[config.mk]
export PLATFORM = sky130hd
export DESIGN_NAME = fetch_unit
export DESIGN_NICKNAME = d
export VERILOG_FILES = /design/src/rtl/fetch_unit.sv
export SDC_FILE = /design/constraint.sdc
export NUM_CORES = 1
export LEC_CHECK = 0
export CORE_MARGIN = 3
export CORE_UTILIZATION = 42
export DETAILED_ROUTE_END_ITERATION = 10
export PLACE_DENSITY = 0.82
export SLEW_MARGIN = 20
export SYNTH_ARGS = -nofsm -noshare
export SYNTH_HDL_FRONTEND = slang
export SYNTH_SLANG_ARGS = --single-unit
[constraint.sdc]
create_clock -name clk -period 2.18 [get_ports clk]
set_input_delay 0.327 -clock clk [delete_from_list [all_inputs] [get_ports clk]]
set_output_delay 0.327 -clock clk [all_outputs]
set_load 0.05 [all_outputs]
[src/rtl/fetch_unit.sv]
// fetch_unit: instruction-fetch stage. Owns the PC, drives the combinational
// ROM address and registers the returned word into an IR with a valid/ready
// handshake towards the decoder. It handles stall, branch redirect with flush,
// PC wrap-around and an optional halt state.
// Optional feature: define FETCH_HALT_EN to stop fetching on HALT_INSTR.
module fetch_unit #(
    parameter int unsigned                ADDR_W     = 4,
    parameter int unsigned                INSTR_W    = 8,
    parameter logic [ADDR_W-1:0]          RESET_PC   = '0,
    parameter logic [INSTR_W-1:0]         HALT_INSTR = 8'h38
) (
    input  logic               clk,
    input  logic               rst_n,
    output logic [ADDR_W-1:0]  mem_addr,
    input  logic [INSTR_W-1:0] mem_instr,
    output logic [INSTR_W-1:0] ir_instr,
    output logic [ADDR_W-1:0]  ir_pc,
    output logic               ir_valid,
    input  logic               ir_ready,
    input  logic               branch_en,
    input  logic [ADDR_W-1:0]  branch_target,
    output logic               pc_wrap,
    output logic               halted
);

`ifdef FETCH_HALT_EN
    localparam logic HALT_EN = 1'b1;
`else
    localparam logic HALT_EN = 1'b0;
`endif

    typedef enum logic [1:0] {
        ST_RUN  = 2'b00,
        ST_HALT = 2'b01
    } state_e;

    state_e              state_q, state_d;
    logic [ADDR_W-1:0]   pc_q, pc_d;
    logic [INSTR_W-1:0]  ir_instr_q, ir_instr_d;
    logic [ADDR_W-1:0]   ir_pc_q, ir_pc_d;
    logic                ir_valid_q, ir_valid_d;
    logic                pc_wrap_q, pc_wrap_d;
    logic                halted_q, halted_d;
    logic                load;
    logic                halt_hit;

    // The ROM address is the PC register itself, with no logic on the path.
    assign mem_addr = pc_q;
    assign ir_instr = ir_instr_q;
    assign ir_pc    = ir_pc_q;
    assign ir_valid = ir_valid_q;
    assign pc_wrap  = pc_wrap_q;
    assign halted   = halted_q;

    // Next-state logic: fetch/load, drain in HALT, then branch overrides everything.
    always_comb begin
        state_d    = state_q;
        pc_d       = pc_q;
        ir_instr_d = ir_instr_q;
        ir_pc_d    = ir_pc_q;
        ir_valid_d = ir_valid_q;
        halted_d   = halted_q;
        pc_wrap_d  = 1'b0;

        load     = (state_q == ST_RUN) && (!ir_valid_q || ir_ready) && !branch_en;
        halt_hit = HALT_EN && (mem_instr == HALT_INSTR);

        case (state_q)
            ST_RUN: begin
                if (load) begin
                    ir_instr_d = mem_instr;
                    ir_pc_d    = pc_q;
                    ir_valid_d = 1'b1;
                    if (halt_hit) begin
                        // PC stays on the halt word; no increment, so no wrap pulse.
                        state_d  = ST_HALT;
                        halted_d = 1'b1;
                    end else begin
                        pc_d      = pc_q + 1'b1;
                        pc_wrap_d = (pc_q == '1);
                    end
                end
            end
            ST_HALT: begin
                if (ir_valid_q && ir_ready) begin
                    ir_valid_d = 1'b0;
                end
            end
            default: begin
                state_d = ST_RUN;
            end
        endcase

        if (branch_en) begin
            pc_d       = branch_target;
            ir_valid_d = 1'b0;
            pc_wrap_d  = 1'b0;
            state_d    = ST_RUN;
            halted_d   = 1'b0;
        end
    end

    // State registers with synchronous active-low reset.
    always_ff @(posedge clk) begin
        if (!rst_n) begin
            state_q    <= ST_RUN;
            pc_q       <= RESET_PC;
            ir_instr_q <= '0;
            ir_pc_q    <= '0;
            ir_valid_q <= 1'b0;
            pc_wrap_q  <= 1'b0;
            halted_q   <= 1'b0;
        end else begin
            state_q    <= state_d;
            pc_q       <= pc_d;
            ir_instr_q <= ir_instr_d;
            ir_pc_q    <= ir_pc_d;
            ir_valid_q <= ir_valid_d;
            pc_wrap_q  <= pc_wrap_d;
            halted_q   <= halted_d;
        end
    end

endmodule

==> results.py <==
metrics = {
    "outcome": {
        "status": "finished, final reports clean",
    },
    "critical_path": {
        "worst_setup_path_end_kind": "output port",
        "critPathLaunch": "mem_addr[0]$_SDFFE_PN0P_",
        "crit_buf_inv": 1,
        "reg2reg_to": "mem_addr[1]$_SDFFE_PN0P_",
        "worstSetupStartpointType": "flop",
        "path_class": "reg2out",
        "crit_cells": 1,
        "regToRegStartpoint": "mem_addr[0]$_SDFFE_PN0P_",
        "worstPathCellList": "clkdlybuf4s50_1",
        "r2r_cells": 4,
        "critPathSlowestCell": "clkdlybuf4s50_1",
        "path_delay_family": "buffers and inverters",
        "r2r_setup_slack_ps": 1020,
        "path_max_fanout": 5,
        "max_stage_delay_ps": 840,
        "cp-endpoint": "mem_addr[0]",
        "crit_required_ps": 1850,
        "worstPathArrival_ps": 1590,
    },
    "grt": {
        "grt_pass1_vias": 642,
        "grt_first_pass_wirelength_um": 2718,
        "grt_overflow": 0,
        "grt_usage_pct": 14.55,
        "grt_antenna_before_repair": 0,
        "grt_max_degree": 19,
    },
    "synth": {
        "ys_ff_latch": 18,
        "synthTopCellsByArea": "dfxtp_1 48%, nand2_1 13%, a21boi_1 6.9%, a21boi_2 4.5%, buf_6 4.5%",
        "syn-num-nets": 101,
        "ys_types": 23,
        "avgSynthCellArea_sq_um": 9.027,
        "synthesis.area_sq_um": 758.2,
        "yosysWarnings": 0,
        "yosysSeqAreaShare_pct": 47.52,
        "synth_top_area_cell": "dfxtp_1",
        "synthCells": 84,
        "yosysTopAreaCellShare_pct": 47.52,
    },
    "sta": {
        "setup_viol_count_final": 0,
        "slew_headroom_pct": 65.79,
        "timing.final.crit_share_pct": 87.86,
        "fin_ws_ps": 264.6,
        "final.setup_skew_ps": 3.628,
        "rsz0062_at_grt": "false",
        "tightest_slew_ps": 511.6,
        "finalMaxSlewViolations": 0,
        "final.min_clock_period_ps": 1915,
        "hold_viol": 0,
        "maxClockFrequency_ghz": 0.5221,
        "finalSetupTns_ps": 0,
    },
    "finish": {
        "diodes": 0,
        "syn2layout_area_growth_pct": 46.37,
        "layout.cells.non_filler": 140,
        "fin_nets": 134,
        "drive_above_1_share_pct": 9.483,
    },
    "clock_tree": {
        "cts_setup_buffers": 0,
        "clock-sinks": 18,
        "clk_latency_ps": 290,
        "ctsHtreeMaxLevel": 1,
        "clk_pin_slew_ps": 100,
        "cts_tree": "yes",
        "clk_path_buf_depth": 2,
        "ctsResizeCount": 0,
        "cts_buffers": 3,
        "cts-root-buf": "clkbuf_4",
        "hold_buffers": 0,
    },
    "detailed_routing": {
        "ant_nets": 0,
        "vias_per_cell": 4.600,
        "first_iter_violations": 16,
        "routedWlPerCell_um": 11.64,
        "drc": 0,
        "wl_um": 1630,
        "vias": 644,
        "first_pass_iters": 3,
    },
    "die": {
        "fp.dieW_um": 48.49,
        "start_util_pct": 47.57,
        "ios": 35,
        "die_h_um": 48.49,
        "coreArea_sq_mm": 0.001594,
        "die-area_sq_mm": 0.002351,
        "rows": 14,
    },
    "placed_design": {
        "pre_cts_ws_ps": 618.2,
        "dp_hpwl_um": 1170,
        "portBuffers": 33,
        "placedCellCount": 136,
        "place.gp.congestion": 0.7688,
    },
    "pwr": {
        "powerDensity_mw_per_mm2": 674.6,
        "power_uw": 748.7,
        "cellLeakagePower_uw": 0.0004258,
        "ir_drop_mv": 0.5795,
    },
    "min_path": {
        "hp-class": "reg2reg",
    },
    "run": {
        "drv_cap": 0,
    },
}
-- cells by family (layout without fill, tap and decap cells) --
kind of cell	after synthesis	in the layout	synth area share [%]
and+or+nand+nor	36	36	21.78
AOI/OAI and AO/OA	18	18	17.33
DFF	18	18	47.53
buffers and inverters	6	38	6.435
xor gates and xnor gates	3	3	3.466
adders and majority gates	1	1	1.650
other	1	1	0.4946
muxes	1	1	1.320
-- cell usage after synthesis --
master,n
inv_2,1
mux2i_1,1
buf_6,3
nor2b_1,1
conb_1,1
buf_4,1
xnor2_1,1
a21boi_0,2
o21ai_0,4
and2_1,2
nor2_1,1
a21oi_1,2
ha_1,1
and2_4,1
nand2b_4,1
nand2_2,1
nand4_1,2
nand2_1,27
a21boi_1,7
xor2_1,2
a21boi_2,3
dfxtp_1,18
clkbuf_1,1
-- how the worst min path moves through the flow --
stage,start,to,slack (ps),depth (start not counted)
finish,ir_instr[6]$_SDFFE_PN0P_,ir_instr[6]$_SDFFE_PN0P_,460,2
global route,ir_instr[3]$_SDFFE_PN0P_,ir_instr[3]$_SDFFE_PN0P_,480,2
CTS,ir_instr[7]$_SDFFE_PN0P_,ir_instr[7]$_SDFFE_PN0P_,460,2
detailed placement,ir_instr[7]$_SDFFE_PN0P_,ir_instr[7]$_SDFFE_PN0P_,450,2
global placement,ir_instr[7]$_SDFFE_PN0P_,ir_instr[7]$_SDFFE_PN0P_,440,2
floorplan,branch_en,ir_valid$_SDFFE_PP0P_,400,1
-- metal layers --
metal / vias up / wire, um / global-route usage [%] / part of all wire (%)
met3: 5 / 88 / 3.988 / 5.4
met2: 18 / 782 / 25.92 / 48
li1: 334 / - / - / -
met1: 287 / 722 / 15.27 / 44
met5: - / 0 / 0 / 0
met4: 0 / 36 / 8.531 / 2.2
-- through the flow --
| step | utilization (%) | hold slack, ps | instance area, sq um |
|---|---|---|---|
| after global placement | 67.35 | 440.0 | 1074 |
| after global routing | 69.62 | 482.9 | 1110 |
| after CTS | 69.62 | 461.1 | 1110 |
| after floorplan | - | 398.6 | 758.2 |
| after detailed placement | 67.35 | 446.9 | 1074 |
| final | 69.62 | 457.4 | 1110 |
-- worst min-delay path, stage by stage, from the launching register on --
cell and delay (ps):
dfxtp_1 320, nand2_1 50, a21boi_1 50
-- area by class of cell --
class	count	area, sq um
fill	139	484.2
sequential	18	360.3
multi-input combinational	60	349.1
timing repair buffer	33	330.3
clock buffer	4	36.28
tap	24	30.03
inverter	1	3.754
-- power breakdown --
part	switching, uW	internal, uW	total [uW]
registers	14.5	347	362
logic	109	75.9	185
clock network	100	102	202
-- placed cells by master (no fill, tap or decap) --
master,count
clkbuf_8,1
clkdlybuf4s50_1,33
mux2i_1,1
nand4_1,2
inv_2,1
xnor2_1,1
a21boi_1,7
and2_4,1
nor2_1,1
a21boi_2,3
dfxtp_1,18
a21boi_0,2
and2_1,2
nand2_2,1
ha_1,1
xor2_1,2
nand2_1,27
nand2b_4,1
nor2b_1,1
o21ai_0,4
clkbuf_4,3
a21oi_1,2
conb_1,1
-- flip-flops by register name (all words and copies together), names as in the netlist --
register / cells
ir_pc: 4
pc_wrap: 1
mem_addr: 4
ir_instr: 8
ir_valid: 1
Note: power is estimated with default switching activity, not from simulation.
